==> config.mk <==
export PLATFORM = sky130hd
export DESIGN_NAME = int_seq_ctrl
export DESIGN_NICKNAME = d
export VERILOG_FILES = /design/src/rtl/cpu_pkg.sv /design/src/rtl/int_edge_latch.sv /design/src/rtl/int_seq_ctrl.sv
export SDC_FILE = /design/constraint.sdc
export NUM_CORES = 1
export LEC_CHECK = 0
export ABC_AREA = 0
export CAP_MARGIN = 5
export CORE_MARGIN = 4
export CORE_UTILIZATION = 40
export DETAILED_ROUTE_END_ITERATION = 10
export DONT_BUFFER_PORTS = 1
export GPL_ROUTABILITY_DRIVEN = 0
export PLACE_DENSITY_LB_ADDON = 0.12
export SYNTH_ARGS = -nofsm -noshare
export SYNTH_HDL_FRONTEND = slang
export SYNTH_SLANG_ARGS = --single-unit
==> constraint.sdc <==
create_clock -name clk -period 1.4 [get_ports clk]
set_input_delay 0.07 -clock clk [delete_from_list [all_inputs] [get_ports clk]]
set_output_delay 0.07 -clock clk [all_outputs]
set_load 0.01 [all_outputs]
==> src/rtl/cpu_pkg.sv <==
// Shared CPU definitions: interrupt sequencer state encoding and the fixed
// vector addresses also used by the PC unit.
package cpu_pkg;

   typedef enum logic [2:0] {
      ST_IDLE      = 3'd0,
      ST_WAIT_SAFE = 3'd1,
      ST_FLUSH     = 3'd2,
      ST_FETCH_VEC = 3'd3,
      ST_LOAD_PC   = 3'd4,
      ST_IN_ISR    = 3'd5
   } seq_state_t;

   localparam logic [7:0] RESET_VEC_ADDR = 8'h00;
   localparam logic [7:0] INT_VEC_ADDR   = 8'h01;

endpackage

==> src/rtl/int_edge_latch.sv <==
// Rising-edge detector on the interrupt pin feeding a one-deep pending flag.
// A new edge always wins over a simultaneous clear so no request is lost.
module int_edge_latch (
   input  logic clk,
   input  logic rst,
   input  logic i_sig,
   input  logic i_clr,
   output logic o_pending
);

   logic r_prev;
   logic r_pending;
   logic w_rise;

   assign w_rise    = i_sig & ~r_prev;
   assign o_pending = r_pending;

   always_ff @(posedge clk) begin
      if (rst) begin
         r_prev    <= 1'b0;
         r_pending <= 1'b0;
      end else begin
         r_prev <= i_sig;
         if (w_rise)
            r_pending <= 1'b1;
         else if (i_clr)
            r_pending <= 1'b0;
      end
   end

endmodule

==> src/rtl/int_seq_ctrl.sv <==
// Interrupt entry/exit sequencer: waits for a safe pipeline boundary, flushes,
// saves the resume PC, fetches the ISR vector and redirects the PC.
module int_seq_ctrl
   import cpu_pkg::*;
#(
   parameter int              AW       = 8,
   parameter int              DW       = 8,
   parameter logic [AW-1:0]   VEC_ADDR = AW'(INT_VEC_ADDR),
   parameter int              MEM_LAT  = 1
) (
   input  logic          clk,
   input  logic          rst,
   input  logic          int_sig,
   input  logic          stall,
   input  logic          branch_pending,
   input  logic [AW-1:0] pc_next,
   input  logic          rti_retire,
   input  logic [DW-1:0] vec_data,
   output logic          flush,
   output logic          pc_hold,
   output logic          save_pc,
   output logic [AW-1:0] save_val,
   output logic          vec_rd,
   output logic [AW-1:0] vec_addr,
   output logic          pc_load,
   output logic [AW-1:0] pc_load_val,
   output logic          int_active
);

   localparam logic [1:0] CNT_INIT = 2'(MEM_LAT - 1);

   seq_state_t    r_state;
   seq_state_t    w_nxt_state;
   logic          w_pending;
   logic          w_clr;
   logic [1:0]    r_cnt;
   logic [AW-1:0] r_ret_pc;
   logic [AW-1:0] r_pc_load_val;
   logic          r_flush, r_pc_hold, r_save_pc, r_vec_rd, r_pc_load, r_int_active;

   assign w_clr = (r_state == ST_FLUSH);

   int_edge_latch u_edge_latch (
      .clk       (clk),
      .rst       (rst),
      .i_sig     (int_sig),
      .i_clr     (w_clr),
      .o_pending (w_pending)
   );

   always_comb begin
      w_nxt_state = r_state;
      case (r_state)
         ST_IDLE:      if (w_pending) w_nxt_state = ST_WAIT_SAFE;
         ST_WAIT_SAFE: if (!stall && !branch_pending) w_nxt_state = ST_FLUSH;
         ST_FLUSH:     w_nxt_state = ST_FETCH_VEC;
         ST_FETCH_VEC: if (r_cnt == 2'd0) w_nxt_state = ST_LOAD_PC;
         ST_LOAD_PC:   w_nxt_state = ST_IN_ISR;
         ST_IN_ISR:    if (rti_retire) w_nxt_state = ST_IDLE;
         default:      w_nxt_state = ST_IDLE;
      endcase
   end

   // Strobes are registered from the next state so they line up with the state register.
   always_ff @(posedge clk) begin
      if (rst) begin
         r_state       <= ST_IDLE;
         r_cnt         <= 2'd0;
         r_ret_pc      <= '0;
         r_pc_load_val <= '0;
         r_flush       <= 1'b0;
         r_pc_hold     <= 1'b0;
         r_save_pc     <= 1'b0;
         r_vec_rd      <= 1'b0;
         r_pc_load     <= 1'b0;
         r_int_active  <= 1'b0;
      end else begin
         r_state <= w_nxt_state;
         if (r_state == ST_WAIT_SAFE && w_nxt_state == ST_FLUSH)
            r_ret_pc <= pc_next;
         if (r_state == ST_FLUSH)
            r_cnt <= CNT_INIT;
         else if (r_state == ST_FETCH_VEC && r_cnt != 2'd0)
            r_cnt <= r_cnt - 2'd1;
         if (r_state == ST_FETCH_VEC && r_cnt == 2'd0)
            r_pc_load_val <= AW'(vec_data);
         r_flush      <= (w_nxt_state == ST_FLUSH);
         r_save_pc    <= (w_nxt_state == ST_FLUSH);
         r_pc_hold    <= (w_nxt_state == ST_FLUSH) || (w_nxt_state == ST_FETCH_VEC) ||
                         (w_nxt_state == ST_LOAD_PC);
         r_vec_rd     <= (w_nxt_state == ST_FETCH_VEC);
         r_pc_load    <= (w_nxt_state == ST_LOAD_PC);
         r_int_active <= (w_nxt_state == ST_IN_ISR);
      end
   end

   assign flush       = r_flush;
   assign pc_hold     = r_pc_hold;
   assign save_pc     = r_save_pc;
   assign save_val    = r_save_pc ? r_ret_pc : '0;
   assign vec_rd      = r_vec_rd;
   assign vec_addr    = r_vec_rd ? VEC_ADDR : '0;
   assign pc_load     = r_pc_load;
   assign pc_load_val = r_pc_load_val;
   assign int_active  = r_int_active;

endmodule

==> results of run 1 <==
## Yosys cell counts, types with 2 or more instances
master / instances
dfxtp_1: 28
nand2_1: 18
a21oi_1: 14
nor2_1: 14
buf_4: 10
and2_1: 9
mux2i_1: 8
clkbuf_1: 3
inv_1: 3
a211oi_1: 2
nand2b_1: 2
nand3b_1: 2
nor4_1: 2
## critical path, delay by kind of cell, from the launching register on
kind	cells	cell delay (ns)
AO/OA/AOI/OAI	1	0.06
flip-flops	1	0.35
AND/OR/NAND/NOR	3	0.38
adder cells (fa/ha/maj)	1	0.17
buffers and inverters	2	0.27
## cell type report
class	instances	share of cell area [%]
clock buffers	4	2.97
inverters	3	0.922
multi-input cells	88	42.9
flip-flops and latches	28	46.1
well taps	31	3.18
repair buffers	6	3.89
## stage by stage
step	setup slack (ns)	utilization [%]	cell area [µm²]	total power, µW	hold slack, ns
3_3_place_gp	0.0746	41.6	1150	935	0.142
4_1_cts	0.0208	43.4	1200	1330	-0.225
6_report	0.0672	44.3	1220	1310	-0.206
3_5_place_dp	0.0125	41.6	1150	938	0.144
2_1_floorplan	0.140	-	1170	941	0.198
5_1_grt	-0.0279	44.3	1220	1380	-0.237
## power by group through the flow
stage	sequential [µW]	clock, µW	combinational (µW)
floorplan	850	0	91.2
finish	839	382	90.2
detailed placement	855	0	82.6
global placement	855	0	80.7
global route	844	429	104
CTS	838	406	85.5
## layer usage
layer  wire [µm]  global-route usage [%]  part of all wire (%)  vias to the layer above
met5           0                       0                     0                        -
met4          10                    2.73                  0.47                        0
met3         212                    4.61                   9.9                        2
met2        1060                    20.3                    50                       34
met1         852                    13.0                    40                      360
li1            -                       -                     -                      403
## state kept, by name, summed over array words and instances (netlist names), 2 cells and up
name / cells
r_ret_pc: 8
r_state: 3
r_cnt: 2
pc_load_val: 8
## repair_timing
action	CTS	global route
resized for setup	1	6
gates cloned	0	0
endpoints found under the setup margin	6	11
endpoints found under the hold margin	28	27
setup buffers	0	0
## cell usage in the layout (no fill, tap or decap), types with 2 or more instances in the layout
master	count
a211oi_1	2
a21oi_1	14
and2_1	9
buf_4	5
clkbuf_4	3
conb_1	7
dfxtp_1	26
dfxtp_2	2
inv_1	3
mux2i_1	8
nand2_1	17
nand2b_1	2
nand3b_1	2
nor2_1	14
nor4_1	2
## cell families after synthesis
logic type | Yosys count | share of synthesized area [%]
simple gates | 52 | 22.5
flops | 28 | 48.9
compound gates | 20 | 10.7
buf+inv | 17 | 9.50
mux | 8 | 6.99
fa+ha+maj | 1 | 1.09
other cells | 1 | 0.327
## worst min-delay path by stage
stage,endpoint,cells past startpoint
detailed placement,pc_load_val[0],1
floorplan,u_edge_latch.r_prev,1
CTS,pc_load_val[0],1
finish,u_edge_latch.o_pending,1
global placement,u_edge_latch.o_pending,1
global route,pc_load_val[5],1
==> flow_summary.json, run 1 <==
{
  "swShare_pct": 22.2,
  "cp-endpoint": "pc_load_val[7]",
  "rr_worst_depth": 7,
  "fp.dieW_um": 61.5,
  "intPower_uw": 1020,
  "pin_count": 52,
  "start_util_pct": 41.6,
  "yosys_warnings": 0,
  "seq_area_um2": 563,
  "num-fill-cells": 290,
  "multi_input_area_um2": 524,
  "areaGrowthSynthToFinish_pct": 6.55,
  "worstSkewPairLatency_ns": 0.32,
  "r2r_start": "r_cnt[0]",
  "synth_area_um2": 1150,
  "p_seq_share_pct": 64.0,
  "synth_top_area_cell": "dfxtp_1",
  "rows": 19,
  "stdcell_count": 160,
  "clk_pin_slew_ns": 0.14,
  "drtIter0Drc": 16,
  "period_share_pct": 95.2,
  "power_density_nw_per_um2": 1070,
  "cts_buffer_depth": 2,
  "status": "finished, violations left",
  "via_per_inst": 4.99,
  "finalSetupViolations": 0,
  "drt-pass1-iter-count": 4,
  "p_clk_share_pct": 29.1,
  "cp.arrival_ns": 1.56,
  "holdCritPathClass": "in -> reg",
  "remaining_drc_errors": 0,
  "cts_made_buffers": 3,
  "die_h_um": 61.5,
  "startpoint": "r_cnt[0]",
  "core_um2": 2760,
  "syn_inst": 127,
  "drive_gt1_share_pct": 14.0,
  "reg2reg_to": "pc_load_val[7]",
  "max_freq_mhz": 750,
  "cts_root_buffer": "clkbuf_4",
  "slew_violations": 0,
  "failed_checks": "negative hold slack",
  "vias": 799,
  "clock-sinks": 28,
  "io_buffers": 0,
  "crit_chain": "inv_1, ha_4, nand2_2, or2_4, buf_4, nand2_1, a21oi_1",
  "ys.flop_type": "dfxtp_1",
  "die_area_um2": 3790,
  "ctsHoldBuffers": 1,
  "grt_pass1_vias": 759,
  "dp_hpwl_um": 1510,
  "setup.worst_path.end_class": "flop",
  "grt_pass1_wl_um": 3240,
  "gr-total-overflow": 0,
  "p_sw_uw": 291,
  "cts_tree": "done",
  "grt_usage_pct": 11.6,
  "path_max_fanout": 8,
  "cts_max_level": 1,
  "ys_ff_latch": 28,
  "fin_hold_ws_ns": -0.206,
  "netlist_top_cells_area": "dfxtp_1 (49%), mux2i_1 (7.0%), buf_4 (6.6%), a21oi_1 (6.1%), nand2_1 (5.9%)",
  "combPwrFrac_pct": 6.9,
  "cap_violations": 0,
  "max_stage_delay_ns": 0.35,
  "rrSetupSlack_ns": 0.07,
  "fin_crit_ns": 1.33,
  "synth_top_area_share_pct": 48.9,
  "cp.required_ns": 1.63,
  "start_kind": "flop",
  "drt-wirelength-per-cell_um": 13.3,
  "grt_antenna_before_repair": 0,
  "synth_async_sr_flop_share_pct": 0,
  "grt_max_degree": 27,
  "synth_cell_types": 25,
  "synth_edf_count": 0,
  "wirelength_um": 2130,
  "n_antenna_cell": 0,
  "synth_area_per_cell_um2": 9.02,
  "dp.cells": 155,
  "setup_tns_ns": 0,
  "p_leak_uw": 0.000502,
  "synth-seq-area-share_pct": 48.9,
  "crit_type": "reg -> reg",
  "finalNetCount": 153,
  "skew_ns": 0.00434,
  "drtAntennaViolNets": 0,
  "peakVddDrop_mv": 0.884,
  "hold_start": "rst",
  "hold_violations": 27,
  "critPathSlowestCell": "dfxtp_2"
}
No activity file was read; power rests on OpenSTA's default activity.
==> run 2, diff against run 1 <==
--- a/config.mk
+++ b/config.mk
@@ -13,6 +13,7 @@
 export DONT_BUFFER_PORTS = 1
 export GPL_ROUTABILITY_DRIVEN = 0
 export PLACE_DENSITY_LB_ADDON = 0.12
+export REMOVE_ABC_BUFFERS = 1
 export SYNTH_ARGS = -nofsm -noshare
 export SYNTH_HDL_FRONTEND = slang
 export SYNTH_SLANG_ARGS = --single-unit
==> constraint.sdc (replaced) <==
create_clock -name clk -period 1.4 [get_ports clk]
set_input_delay 0.28 -clock clk [delete_from_list [all_inputs] [get_ports clk]]
set_output_delay 0.28 -clock clk [all_outputs]
set_load 0.01 [all_outputs]
==> run 2 against run 1 <==
Against the previous run: the run still ends with negative hold slack left; critical path type unchanged; utilization increased by 0.50 points; worst hold slack improved by 0.20 ns; non-clock buffer count decreased by 1; fmax increased by 4.1%; via count increased by 1.9%.
==> flow_summary.json, run 2 (synthesis gave the netlist of run 1 again) <==
{
  "dp.cells": 154,
  "rr_worst_depth": 7,
  "finalPower_uw": 1450,
  "hold_violations": 12,
  "cp.required_ns": 1.64,
  "skew_ns": 0.00228,
  "core_um2": 2760,
  "cts_made_buffers": 3,
  "final_common_cell": "dfxtp_1",
  "cts_root_buffer": "clkbuf_4",
  "period_share_pct": 91.5,
  "io_buffers": 0,
  "failed_checks": "negative hold slack",
  "gr-total-overflow": 0,
  "areaGrowthSynthToFinish_pct": 7.75,
  "holdPathStages": 1,
  "setup_tns_ns": 0,
  "fp.dieW_um": 61.5,
  "cts_tree": "done",
  "critPathSlowestCell": "dfxtp_1",
  "grt_antenna_before_repair": 0,
  "die_area_um2": 3790,
  "power_density_nw_per_um2": 1170,
  "cts_max_level": 1,
  "dp_hpwl_um": 1540,
  "crit_chain": "inv_1, ha_4, nand2_1, buf_4, nand2b_1, a21oi_1, a21o_1",
  "clock-sinks": 28,
  "slew_violations": 0,
  "seq_area_um2": 563,
  "die_h_um": 61.5,
  "drive_gt1_share_pct": 14.1,
  "peakVddDrop_mv": 0.630,
  "multi_input_area_um2": 529,
  "cap_violations": 0,
  "drtIter0Drc": 37,
  "wirelength_um": 2170,
  "drt-pass1-iter-count": 2,
  "finalNetCount": 152,
  "clk_pin_slew_ns": 0.15,
  "start_kind": "flop",
  "n_antenna_cell": 0,
  "finalSetupViolations": 0,
  "rows": 19,
  "crit_type": "reg -> reg",
  "postCtsSetupRepairBufs": 0,
  "drtAntennaViolNets": 0,
  "max_freq_mhz": 781,
  "start_util_pct": 41.6,
  "max_stage_delay_ns": 0.34,
  "setup.worst_path.end_class": "flop",
  "fin_hold_ws_ns": -0.00917,
  "drt-wirelength-per-cell_um": 13.6,
  "grt_pass1_wl_um": 3280,
  "fin_area_um2": 1230,
  "rsz0062_at_grt": "no",
  "cts_buffer_depth": 2,
  "stdcell_count": 159,
  "status": "finished, violations left",
  "remaining_drc_errors": 0,
  "grt_pass1_vias": 750,
  "place_area_um2": 1140,
  "num-fill-cells": 282,
  "p_leak_uw": 0.000505,
  "grt_max_degree": 27,
  "holdCritPathClass": "in -> reg",
  "pin_count": 52,
  "via_per_inst": 5.12,
  "worstSkewPairLatency_ns": 0.33,
  "fin_crit_ns": 1.28,
  "vias": 814,
  "final_cell_mix": "dfxtp_1 (26), nand2_1 (18), nor2_1 (14)",
  "grt_usage_pct": 12.0,
  "cp.arrival_ns": 1.52,
  "ctsHoldBuffers": 1,
  "path_max_fanout": 4
}
run 2: cell types whose count changed in the layout (fill, tap and decap cells not counted):
cell	delta
a21oi_1	-2
a21oi_2	+2
buf_4	-1
bufinv_16	+1
clkbuf_8	-1
nand2_1	+1
nand2_2	-1
run 2: metal layers:
| layer | wire length (µm) | track usage, % | share of wire (%) | vias up |
|---|---|---|---|---|
| met1 | 952 | 14.3 | 44 | 373 |
| met5 | 0 | 0 | 0 | - |
| li1 | - | - | - | 402 |
| met3 | 258 | 5.87 | 12 | 4 |
| met2 | 931 | 17.6 | 43 | 35 |
| met4 | 25 | 6.36 | 1.2 | 0 |
run 2: report_power, final:
| group | total (µW) | switching, µW | internal, µW |
|---|---|---|---|
| clock | 525 | 236 | 290 |
| sequential | 837 | 19.1 | 818 |
| combinational | 88.7 | 49.5 | 39.2 |
run 2: stage by stage:
step	utilization, %	worst slack, ns
detailed placement	41.3	-0.0302
floorplan	-	0.0966
CTS	43.7	0.0272
global route	44.8	0.0222
finish	44.8	0.120
global placement	41.3	0.0273
run 2: cell type report:
| type | count | area share (%) |
|---|---|---|
| tap | 31 | 3.14 |
| timing repair buffer | 5 | 3.24 |
| sequential | 28 | 45.6 |
| inverter | 3 | 0.912 |
| clock inverter | 1 | 2.43 |
| clock buffer | 3 | 1.82 |
| multi-input combinational | 88 | 42.9 |
run 2: final timing paths:
kind / startpoint / endpoint / slack, ns
setup / recovery: r_cnt[1] / pc_hold / 0.12
hold / removal: rst / pc_load_val[6] / -0.009
setup reg to reg: r_cnt[1] / pc_hold / 0.12
hold reg to reg: u_edge_latch.o_pending / u_edge_latch.o_pending / 0.49
run 2: worst max-delay path, delay by kind of cell (launching register included):
family / cells / cell delay, ns
and+or+nand+nor: 2 / 0.20
DFF: 1 / 0.34
AOI/OAI and AO/OA: 2 / 0.26
adders and majority gates: 1 / 0.15
buffers and inverters: 2 / 0.24
run 2: repair_timing:
action	in CTS	in global routing
gates resized for setup	1	7
endpoints found under the hold margin	26	25
endpoints found under the setup margin	5	21
pin swaps	0	1
